===== src/rtl/ram_data_tester.sv =====
// rtl/ram_data_tester.sv - pattern-generating RAM tester; optional write-through via RAM_WRITE_THROUGH_EN
module ram_data_tester #(
   parameter int ADDR_W = 4,
   parameter int DATA_W = 4
) (
   input  logic              clk,
   input  logic              rst,
   input  logic [ADDR_W-1:0] address,
   input  logic              we,
   output logic [DATA_W-1:0] data,
   output logic [DATA_W-1:0] out
);

   localparam int DEPTH = 2 ** ADDR_W;

   logic [DATA_W-1:0] mem [DEPTH];

   // Test pattern is the inverted address; purely combinational so it tracks address immediately
   assign data = ~address;

   // Storage array: cleared the moment rst rises, otherwise written with the pattern on we
   always_ff @(posedge clk or posedge rst) begin
      if (rst) begin
         for (int i = 0; i < DEPTH; i++) begin
            mem[i] <= '0;
         end
      end else if (we) begin
         mem[address] <= data;
      end
   end

   // Registered read port: loads on read cycles; on write cycles it holds or shows the written word
   always_ff @(posedge clk or posedge rst) begin
      if (rst) begin
         out <= '0;
      end else if (!we) begin
         out <= mem[address];
      end
`ifdef RAM_WRITE_THROUGH_EN
      else begin
         out <= data;
      end
`endif
   end

endmodule


===== config.mk =====
export PLATFORM = sky130hd
export DESIGN_NAME = ram_data_tester
export DESIGN_NICKNAME = d
export VERILOG_FILES = /design/src/rtl/ram_data_tester.sv
export SDC_FILE = /design/constraint.sdc
export NUM_CORES = 1
export LEC_CHECK = 0
export ABC_AREA = 1
export BUFFER_PORTS_ARGS = -buffer_cell sky130_fd_sc_hd__buf_2
export CAP_MARGIN = 10
export CORE_ASPECT_RATIO = 0.75
export CORE_MARGIN = 3
export CORE_UTILIZATION = 60
export DETAILED_ROUTE_END_ITERATION = 7
export PLACE_DENSITY = 0.79
export SYNTH_ARGS = -nofsm -noshare
export SYNTH_HDL_FRONTEND = slang
export SYNTH_SLANG_ARGS = --single-unit

===== constraint.sdc =====
create_clock -name clk -period 2.45 [get_ports clk]
set_input_delay 0.49 -clock clk [delete_from_list [all_inputs] [get_ports clk]]
set_output_delay 0.49 -clock clk [all_outputs]
set_load 0.02 [all_outputs]

==> impl.org, run 1 <==
** Cells and area
- Area used by sequential logic in the layout :: 0.001702 mm²
- The layout has 372 filler cells.
- In the final design database the tool counted 426 nets.
- Layout cells sized above 1 :: 9.929%
- The area growth from synthesis to layout is 9.587%.
- Multi-input gate area in the final layout :: 0.001047 mm²
- Inserted Diodes :: 0

** Routing
- Total wirelength of the detailed-routed design :: 6043 µm
- Dividing the detail-routed wire length by the instance count gives 12.59 µm.
- In the routed layout, each cell is associated on average with a via count of 4.748.
- Summing over every cut layer, the via total after detailed routing is 2,279.
- The first detailed-routing pass took 4 iterations.
- Starting DRC count in detailed routing :: 161
- DRC violation count after routing :: 0
- Once detail routing completed, the nets flagged for antenna violations numbered 0.

** Global routing
- Maximum number of pins on one net before global-route repair :: 28
- Vias in the first global route :: 2,140
- The first global-routing pass estimated 10,320 µm of wire.
- Overall track demand over capacity in global routing :: 23.74%
- Summed over all layers, the global routing overflow is 0.
- Initial antenna violation count :: 0

** Clock tree
- In this run the deepest clock path goes through 2 buffers.
- Clk sink count :: 68
- TritonCTS clock tree :: yes
- In this run, post-CTS hold repair placed 0 buffers.
- Clock tree synthesis inserted a total of 9 buffers.
- Buffers added to address setup during post-CTS repair amount to 0.
- Clock slew at reported path FFs :: 0.06 ns
- Post-cts resize count :: 0
- H-tree depth :: 3
- Clk_lat worst skew :: 0.34 ns
- The root buffer cell chosen for the clock tree is clkbuf_8.

** Yosys
- After synthesis the cells add up to 0.003028 mm².
- Cell taking the most area after synthesis :: dfrtp_1
- Ranked by instance count, the synthesized netlist is headed by nand2_1 (145), nor2_1 (82), dfrtp_1 (68).
- After synthesis, flip-flops and latches occupy 56.20% of the total area.
- Count leader, synth :: nand2_1
- A synthesized cell averages 7.589 µm².
- Number of warnings issued by yosys :: 0
- Counting every net in the synthesized netlist gives 406.
- Yosys mapped a number of flops with a built-in enable equal to 0.
- In this run, synthesis produced a sequential element count of 68.
- Share of synthesized flip-flops with an asynchronous set or reset :: 100.0%
- In the synthesized netlist the dominant register cell turns out to be dfrtp_1.
- Synthesis handed over a netlist of 399 instances.
- The netlist uses 12 different library cells.
- Proportion of netlist area held by the largest area contributor :: 56.20%
- Synth area leaders :: dfrtp_1 (56%), nand2_1 (18%), nor2_1 (10%)

** Timing
- Of the available clock period, the critical path in the final layout requires 70.77%.
- In this run the tightest slew margin relative to its limit is 72.70%.
- For the pin with the worst max-slew slack, the measured transition is 0.4090 ns.
- Final Critical Period :: 1.734 ns
- Sum of negative setup slack :: 0 ns
- RSZ-0062 raised after global routing :: no
- Maximum frequency from static timing analysis :: 0.5768 GHz
- Fin worst setup slack :: 0.7162 ns
- The final hold violation count was 0.
- Maximum clock skew at final layout :: 0.003498 ns
- Setup violations remaining at the end of the flow were counted as 0.
- The number of pins with negative max-slew slack in the final report was 0.

** Floorplan
- Initial Util :: 65.11%
- From left edge to right edge, the die measures 88.03 µm.
- The floorplan has 21 rows.
- Number of top-level pins :: 15
- The die covers 0.005944 mm².
- The core region is 0.004651 mm².
- Die height :: 67.52 µm

** Worst hold path
- The worst hold path belongs to the class in2async.

** Placed design
- OpenSTA, run right after detailed placement, puts the worst setup slack at 0.4655 ns.
- Routability congestion estimate :: 0.9008
- HPWL Detailed :: 4507 µm
- In this run the tool buffered the top-level ports with 14 buffer cells.

** Setup path
- In this run the worst path has a maximum fanout of 23.
- The endpoint identified for the worst register-to-register timing path is out[1].
- Sort of element at the end of the critical path :: output port
- For flop-to-flop paths, the worst setup slack is 1.37 ns.
- For the worst setup path, the data arrival time is 1.24 ns.
- Element type at the critical path start :: primary input
- Worst setup path class :: in2out
- Worst reg-to-reg path cell count :: 8
- Required time of the critical path :: 1.96 ns
- The worst register-to-register path begins at mem[5].

** Run status
- The flow ran to the end, and the final reports show no timing, DRC or antenna violations.

** Pwr
- In this run the power density over the cells is 757.4 mW/mm².
- Across the VDD grid, the largest voltage drop is 622.8 µV.
- LEAKAGE :: 0.001813 µW

** Flow run
- # Max-Cap Violations :: 0
==> per-stage QoR <==
step | power (µW) | util [%] | hold WS, ns | std cells | instance area [µm²]
finish | 2513 | 71.35 | 0.1361 | 480 | 3318
global route | 2673 | 71.35 | 0.1544 | 480 | 3318
CTS | 2543 | 71.35 | 0.1333 | 480 | 3318
detailed placement | 1742 | 67.72 | 0.4415 | 465 | 3149
global placement | 1730 | 67.72 | 0.4333 | 465 | 3149
floorplan | 1633 | - | 0.4194 | 399 | 3028
==> routing by layer <==
metal / track usage (%) / routed length (µm)
met1: 35.37 / 3037
met2: 32.71 / 2622
met4: 6.792 / 59
met5: 0 / 0
met3: 8.415 / 324
==> worst max-delay path, stage by stage <==
cell   delay, ns
buf_2       0.20
inv_2       0.31
buf_2       0.24
==> cell type report <==
type / count / area share (%)
repair buffers: 17 / 2.790
flip-flops and latches: 68 / 51.28
inverters: 63 / 7.127
well taps: 57 / 2.149
clock inverters: 2 / 0.3017
multi-input cells: 260 / 31.56
clock buffers: 13 / 4.789
==> power breakdown <==
part	internal (µW)	switching [µW]	total, µW	leakage [µW]
combinational	138	237	375	0.000954
sequential	1270	76.6	1350	0.000770
clock	414	375	789	0.0000893
==> layout by cell type, fill, tap and decap left out, drive strengths merged <==
master and instances:
dfrtp 68, inv 63, clkinv 2, nand2 146, o21ai 5, or2 18, nand3 4, buf 17
clkbuf 13, nor2 87
==> cells by family after synthesis <==
family | synth area share, %
compound gates | 0.8263
simple gates | 33.76
flops | 56.20
buf+inv | 9.215
==> state kept, by name, indices dropped and copies added (netlist names) <==
signal  flops
mem        64
out         4
==> worst max-delay path by stage <==
stage | start | end | slack [ns] | depth (start not counted)
floorplan | rst | mem[0] | 0.25 | 1
global placement | address[0] | mem[44] | 0.51 | 7
CTS | address[0] | data[0] | 0.72 | 3
detailed placement | address[0] | mem[47] | 0.47 | 7
finish | address[0] | data[0] | 0.72 | 3
global route | address[0] | mem[45] | 0.60 | 7
No activity file was read; power rests on OpenSTA's default activity.
==> run 2, diff against run 1 <==
--- a/config.mk
+++ b/config.mk
@@ -10,9 +10,9 @@
 export CAP_MARGIN = 10
 export CORE_ASPECT_RATIO = 0.75
 export CORE_MARGIN = 3
-export CORE_UTILIZATION = 60
+export CORE_UTILIZATION = 54
 export DETAILED_ROUTE_END_ITERATION = 7
-export PLACE_DENSITY = 0.79
+export PLACE_DENSITY = 0.75
 export SYNTH_ARGS = -nofsm -noshare
 export SYNTH_HDL_FRONTEND = slang
 export SYNTH_SLANG_ARGS = --single-unit
==> constraint.sdc (replaced) <==
create_clock -name clk -period 1.58 [get_ports clk]
set_input_delay 0.316 -clock clk [delete_from_list [all_inputs] [get_ports clk]]
set_output_delay 0.316 -clock clk [all_outputs]
set_load 0.02 [all_outputs]
==> impl.org, run 2 (same netlist as run 1, synthesis figures left out) <==
** Run status
- The run finished with clean final reports.

** Cells and area
- More flip-flops sit in one register than any other, and that register is mem.
- Max FFs per register :: 64 (unchanged)
- The final cell count without fillers came to 500 (+4.2%).
- Layout cells sized above 1 :: 11.21% (+1.3 points)
- Multi-input gate area in the final layout :: 0.001047 mm² (unchanged)
- The area growth from synthesis to layout is 13.31%.
- The layout net count is 430 (+0.94%).
- Commonest cells after routing, fill and taps aside :: nand2_1 (145), nor2_1 (82), dfrtp_1 (68)
- Largest registers :: mem x64, out x4
- Most common library cell in the layout ignoring fill and taps :: nand2_1
- The area taken by flip-flops and latches was 0.001702 mm² (unchanged).
- The count of antenna diodes in the layout came to 0 (unchanged).
- # fillers :: 454 (+22%)

** Timing
- RSZ-0062 raised after global routing :: no
- Fin worst setup slack :: 0.2648 ns (-0.4514 ns)
- Maximum frequency from static timing analysis :: 0.7603 GHz
- Sum of negative setup slack :: 0 ns (unchanged)
- Number of setup violations in the final report :: 0 (unchanged)
- Slew at the pin with the worst max-slew slack :: 0.4147 ns (+0.005757 ns)
- The final hold violation count was 0 (unchanged).
- The worst hold slack across all endpoints came to 0.03663 ns (-0.09944 ns).
- The number of pins with negative max-slew slack in the final report was 0 (unchanged).
- Final Critical Period :: 1.315 ns
- Dividing the final minimum period by the clock period gives 83.24%.
- Slew margin rel. :: 72.25% (-0.45 points)
- The worst-case clock skew was 0.007373 ns (+0.003875 ns).

** Setup path
- Highest-delay cell along the critical path :: buf_2
- The largest incremental delay on the critical path was 0.24 ns (-0.07 ns).
- Grouping stages by cell kind, the critical path spends the most delay in buffers and inverters.
- The worst register-to-register path ends at out[0].
- The buffer and inverter count on the worst path is 4 (+1).
- The worst reg-to-reg setup slack was 0.45 ns (-0.92 ns).
- Cells along the critical path :: buf_2, inv_2, buf_4, buf_2
- Top fanout value on the critical path :: 15 (-35%)
- Worst reg-to-reg path cell count :: 8 (unchanged)
- In this design, the critical path's most frequently occurring cell is buf_2.
- Element type at the critical path start :: primary input
- In this run the critical register-to-register path is launched from mem[60].
- Required time of the critical path :: 1.26 ns (-0.70 ns)
- By startpoint and endpoint, the worst setup path is classified as in2out.
- Sort of element at the end of the critical path :: output port
- Critical path data arrival time :: 1.00 ns (-0.24 ns)

** Pwr
- LEAKAGE :: 0.001856 µW (+2.4%)
- The power share of the clock group came to 36.7% (+5.3 points).
- The total internal power came to 3121 µW (+71%).
- The total power was 4240 µW (+69%).
- Switching share of total power :: 26.39% (-1.0 points)
- The power share of the combinational group was 14.1% (-0.8 points).
- The sequential fraction of design power is 49.2% (-4.5 points).
- The worst supply voltage drop on vdd is 776.2 µV (+25%).
- The reported net switching power came to 1119 µW (+63%).
- The ratio of total power to cell area came to 1236 mW/mm² (+63%).

** Flow run
- The number of violations of the max-capacitance limit came to 0 (unchanged).

** Routing
- The iteration count of the initial detailed-routing pass is 5 (+1).
- DRC violation count after routing :: 0 (unchanged)
- Number of nets with antenna violations after detailed routing :: 0 (unchanged)
- The total length of routed wires is 6122 µm (+1.3%).
- The detail-routed net length per standard cell was 12.24 µm (-2.7%).
- Via Count :: 2,393 (+5.0%)
- Number of vias per cell after detailed routing :: 4.786 (+0.80%)
- Starting DRC count in detailed routing :: 207 (+29%)

** Floorplan
- The total die area came to 0.006551 mm² (+10%).
- Floorplan die width :: 92.47 µm (+5.0%)
- The number of ports placed on the die boundary is 15 (unchanged).
- Die height :: 70.85 µm (+4.9%)
- Total core area :: 0.005147 mm² (+11%)
- Number of rows in the core area :: 22 (+4.8%)
- The initial core utilization was 58.82% (-6.3 points).

** Global routing
- Vias in the first global route :: 2,173 (+1.5%)
- First-pass GRT wire length :: 10,640 µm (+3.1%)
- Maximum number of pins on one net before global-route repair :: 69 (+150%)
- Initial antenna violation count :: 0 (unchanged)
- The sum of overflow across all layers after global routing is 0 (unchanged).
- The overall fraction of global-route tracks in use came to 21.06% (-2.7 points).

** Clock tree
- The clock insertion delay at the later pin of the skew report was 0.34 ns (about the same).
- Post-CTS Repair Setup Buffers :: 0 (unchanged)
- The CTS buffer count came to 9 (unchanged).
- The number of H-tree levels came to 3 (unchanged).
- TritonCTS clock tree :: yes
- Largest buffer count on any clock path :: 2 (unchanged)
- CTS root buf :: clkbuf_8
- Hold_buf cts :: 0 (unchanged)
- Clk sink count :: 68 (unchanged)
- Clock slew at reported path FFs :: 0.07 ns (about the same)
- Post-cts resize count :: 0 (unchanged)

** Worst hold path
- HP Class :: in2async

** Placed design
- The number of buffers added on ports was 14 (unchanged).
- The HPWL reported at the end of detailed placement came to 4516 µm (+0.21%).
- The weighted congestion reported at the end of routability-driven placement came to 0.8682 (-3.6%).
- The worst-case setup slack after placement is 0.1223 ns (-0.3432 ns).
- Placed Instances :: 484 (+4.1%)
run 2: worst max path at each step:
| stage | startpoint | end | slack [ns] | cells after the start |
|---|---|---|---|---|
| CTS | address[1] | data[1] | 0.27 | 4 |
| floorplan | address[0] | out[0] | 0.49 | 9 |
| global placement | address[1] | mem[47] | 0.16 | 7 |
| detailed placement | address[1] | mem[47] | 0.12 | 7 |
| finish | address[1] | data[1] | 0.26 | 4 |
| global route | address[1] | data[1] | 0.21 | 4 |
run 2: through the flow:
step / instance area, µm² / util (%)
after global placement: 3214 / 62.45
after CTS: 3431 / 66.65
after global routing: 3431 / 66.65
after detailed placement: 3214 / 62.45
after floorplan: 3032 / -
final: 3431 / 66.65
run 2: area by class of cell:
type,count,area share (%)
clock buffer,11,4.121
clock inverter,5,2.188
inverter,63,7.002
multi-input combinational,260,30.53
sequential,68,49.60
tap,72,2.626
timing repair buffer,21,3.939
run 2: power by group through the flow:
stage	Sequential (µW)	Combinational [µW]	Clock, µW
floorplan	2100	431	0
global placement	2110	586	0
detailed placement	2110	602	0
CTS	2080	605	1570
global route	2110	697	1660
finish	2080	600	1560
run 2: layer usage:
| metal | vias up | GRT usage, % | part of all wire [%] |
|---|---|---|---|
| met1 | 1128 | 32.43 | 49 |
| met4 | 0 | 6.425 | 1.4 |
| met2 | 66 | 29.18 | 43 |
| met3 | 10 | 5.420 | 6.7 |
| met5 | - | 0 | 0 |
| li1 | 1189 | - | - |
run 2: worst min-delay path, delay by kind of cell:
kind	cells	cell delay, ns
buffers and inverters	3	0.46
==> run 3, diff against run 2 <==
--- a/config.mk
+++ b/config.mk
@@ -5,14 +5,14 @@
 export SDC_FILE = /design/constraint.sdc
 export NUM_CORES = 1
 export LEC_CHECK = 0
-export ABC_AREA = 1
+export ABC_AREA = 0
 export BUFFER_PORTS_ARGS = -buffer_cell sky130_fd_sc_hd__buf_2
 export CAP_MARGIN = 10
 export CORE_ASPECT_RATIO = 0.75
 export CORE_MARGIN = 3
 export CORE_UTILIZATION = 54
 export DETAILED_ROUTE_END_ITERATION = 7
-export PLACE_DENSITY = 0.75
+export PLACE_DENSITY = 0.76
 export SYNTH_ARGS = -nofsm -noshare
 export SYNTH_HDL_FRONTEND = slang
 export SYNTH_SLANG_ARGS = --single-unit
==> constraint.sdc (replaced) <==
create_clock -name clk -period 1.2 [get_ports clk]
set_input_delay 0.24 -clock clk [delete_from_list [all_inputs] [get_ports clk]]
set_output_delay 0.24 -clock clk [all_outputs]
set_load 0.02 [all_outputs]
==> impl.org, run 3 <==
** Run status
- The checks that failed: negative setup slack.
- The flow ran to the end, but the final reports show violations.

** Yosys
- Yosys reg bits :: 68 (unchanged)
- Share of synthesized flip-flops with an asynchronous set or reset :: 100.0% (unchanged)
- Among all cell types in the netlist, the one instantiated most often is dfrtp_1.
- Syn Inst Count :: 230 (-42%)
- Proportion of netlist area held by the largest area contributor :: 60.44% (+4.2 points)
- The number of enable-type register cells in the synthesized netlist came to 0 (unchanged).
- The number of distinct library cells after synthesis came to 22 (+10).
- In the synthesized netlist the dominant register cell turns out to be dfrtp_1.
- Post-Synthesis Net Count :: 237 (-42%)
- The post-synthesis instance area is 0.002815 mm² (-7.0%).
- Cell taking the most area after synthesis :: dfrtp_1
- The synthesized area per cell was 12.24 µm² (+61%).
- Number of warnings issued by yosys :: 0 (unchanged)
- Fraction of the yosys area taken by sequential cells :: 60.44% (+4.2 points)
- Most frequent cells after synthesis :: dfrtp_1 (68), nor2b_1 (29), or2_2 (20)
- In the post-synthesis netlist, the biggest area contributors are dfrtp_1 (60%), nor2b_1 (6.4%), mux2i_1 (5.7%).

** Timing
- Final Hold Vio Count :: 0 (unchanged)
- The routed design could run at a clock period as short as 1.558 ns.
- The total of endpoints with negative setup slack in the final report was 4 (+4).
- The worst-case clock skew was 0.006122 ns (-0.001250 ns).
- RSZ-0062 raised after global routing :: yes
- Max-slew violation count :: 0 (unchanged)
- Maximum frequency from static timing analysis :: 0.6418 GHz
- The slack of the critical path is -0.3581 ns (-0.6229 ns).
- Smallest hold slack :: 0.3163 ns (+0.2796 ns)
- The transition time at the pin with the least slew margin is 0.3754 ns (-0.03934 ns).
- Final worst-path cycle share :: 129.8%
- The worst slew slack as a fraction of its limit came to 74.82% (+2.6 points).
- The final setup TNS is -1.276 ns (-1.276 ns).

** Floorplan
- Number of top-level pins :: 15 (unchanged)
- Floorplan die width :: 89.38 µm (-3.3%)
- Die height :: 68.53 µm (-3.3%)
- Initial Util :: 56.82% (-2.0 points)
- Die area :: 0.006125 mm² (-6.5%)
- The number of core rows is 22 (unchanged).
- The core footprint came to 0.004955 mm² (-3.7%).

** Flow run
- The number of violations of the max-capacitance limit is 0 (unchanged).

** Setup path
- The setup path with the least slack is of type reg2reg.
- Required time of the critical path :: 1.42 ns (+0.16 ns)
- The worst reg-to-reg setup slack came to -0.36 ns (-0.81 ns).
- STA classifies the critical path endpoint as a flop.
- The largest incremental delay on the critical path is 0.49 ns (+0.25 ns).
- Critical path buffer and inverter count :: 0 (-4)
- Grouping stages by cell kind, the critical path spends the most delay in compound AO/OA/AOI/OAI gates.
- Top fanout value on the critical path :: 2 (-13)
- On the critical path, the stage with the largest delay is an instance of mux4_2.
- The signal on the critical path passes through mux4_2, o22ai_2, nor3_2, o41a_1.
- The arrival time of the worst setup path is 1.78 ns (+0.78 ns).
- Element type at the critical path start :: flop

** Routing
- The number of remaining DRC errors is 0 (unchanged).
- The via-per-instance ratio was 5.459 (+14%).
- Total wirelength of the detailed-routed design :: 5811 µm (-5.1%)
- The post-route antenna net violation count came to 0 (unchanged).
- The iteration count of the initial detailed-routing pass came to 4 (-1).
- Via Count :: 1,867 (-22%)
- The violation count after the first detailed-route iteration was 116 (-44%).
- Routed WL per cell :: 16.99 µm (+39%)

** Placed design
- The number of buffers added on ports is 14 (unchanged).
- The weighted congestion reported at the end of routability-driven placement was 0.8411 (-3.1%).
- The number of placed instances, taps included was 327 (-32%).
- The HPWL reported at the end of detailed placement was 4194 µm (-7.1%).

** Cells and area
- Most common library cell in the layout ignoring fill and taps :: dfrtp_1
- Largest registers :: mem x64, out x4
- The multi-input gate area in the final layout is 0.001126 mm² (+7.5%).
- Post-Layout Cell Count :: 342 (-32%)
- Max FFs per register :: 64 (unchanged)
- Inserted Diodes :: 0 (unchanged)
- The area growth from synthesis to layout is 24.31%.
- The area taken by flip-flops and latches is 0.001702 mm² (unchanged).
- The number of filler cells placed in the layout was 346 (-24%).
- Commonest cells after routing, fill and taps aside :: dfrtp_1 (68), nor2b_1 (29), buf_4 (28)
- Nets@finish :: 286 (-33%)
- The share of layout cells above drive strength 1 came to 37.94% (+27 points).
- Register with the highest flop count :: mem

** Clock tree
- H-tree depth :: 3 (unchanged)
- CTS root buf :: clkbuf_8
- Clk sink count :: 68 (unchanged)
- Number of clock buffers inserted by TritonCTS :: 9 (unchanged)
- TritonCTS clock tree :: yes
- Largest buffer count on any clock path :: 2 (unchanged)
- The clock-pin slew of the registers on the worst-case setup and hold paths is 0.07 ns (about the same).
- Post-CTS Repair Setup Buffers :: 0 (unchanged)
- Clk_lat worst skew :: 0.34 ns (about the same)

** Global routing
- The met1 track demand over resource was 31.55% (-0.87 points).
- The global-route wire length before repair was 9625 µm (-9.5%).
- The sum of overflow across all layers after global routing came to 0 (unchanged).
- Vias in the first global route :: 1,905 (-12%)
- Grt peak-use layer :: met1
- Met3 routing resource usage after global routing :: 7.482% (+2.1 points)
- The largest net degree at the start of global routing is 44 (-36%).
- The met2 global-route usage is 30.88% (+1.7 points).
- Initial antenna violation count :: 0 (unchanged)
- Overall track demand over capacity in global routing :: 22.35% (+1.3 points)

** Worst hold path
- The worst hold path belongs to the class in2reg.

** Pwr
- The leakage dissipation is 0.001599 µW (-14%).
- VDD IR max :: 1018 µV (+31%)
- Cell area power density :: 1458 mW/mm² (+18%)
-- run 3: cell families after synthesis --
logic type / after synthesis / share of synthesized area (%)
AOI/OAI and AO/OA: 20 / 5.333
buffers and inverters: 14 / 2.577
DFF: 68 / 60.44
muxes: 24 / 10.49
and+or+nand+nor: 104 / 21.16
-- run 3: path summary, 6_finish.rpt --
check	start	depth (start not counted)	end
max	mem[62]	4	out[2]
max reg2reg	mem[62]	4	out[2]
min in group asynchronous	rst	3	mem[27]
min	address[0]	3	mem[50]
min reg2reg	mem[51]	1	mem[51]
max in group asynchronous	rst	4	mem[8]
-- run 3: routing by layer --
layer	part of all wire, %	wire [µm]
met5	0	0
met4	1.8	106
met3	5.2	301
met2	45	2636
met1	48	2767
-- run 3: what timing repair did --
item	CTS	global route
hold endpoints to repair	5	0
hold buffers	1	0
pin swaps	8	0
cloned	0	0
gates resized for setup	6	4
setup endpoints to repair	7	9
-- run 3: metrics by stage --
step / power, µW / cell area [µm²] / worst slack [ns] / util [%]
3_3_place_gp: 3288 / 3261 / -0.4104 / 65.81
2_1_floorplan: 3079 / 2909 / -0.2619 / -
4_1_cts: 5173 / 3490 / -0.3396 / 70.43
3_5_place_dp: 3307 / 3261 / -0.4660 / 65.81
5_1_grt: 5364 / 3500 / -0.3867 / 70.63
6_report: 5101 / 3500 / -0.3581 / 70.63
-- run 3: worst reg2reg max path: cells and delay by family, from the launching register on --
| kind | cells | cell delay (ns) |
|---|---|---|
| mux | 1 | 0.49 |
| flops | 1 | 0.39 |
| simple gates | 1 | 0.06 |
| compound gates | 2 | 0.50 |
-- run 3: layout make-up --
class | count | area share [%]
Sequential cell | 68 | 48.62
Clock inverter | 2 | 1.001
Clock buffer | 12 | 4.433
Multi-Input combinational cell | 148 | 32.18
Inverter | 5 | 0.7866
Timing Repair Buffer | 47 | 10.83
Tap cell | 60 | 2.145
-- run 3: power breakdown --
group / internal (µW) / leakage, µW / switching [µW]
clock: 1050 / 0.0000983 / 762
combinational: 360 / 0.000679 / 324
sequential: 2500 / 0.000822 / 107
total: 3910 / 0.00160 / 1190
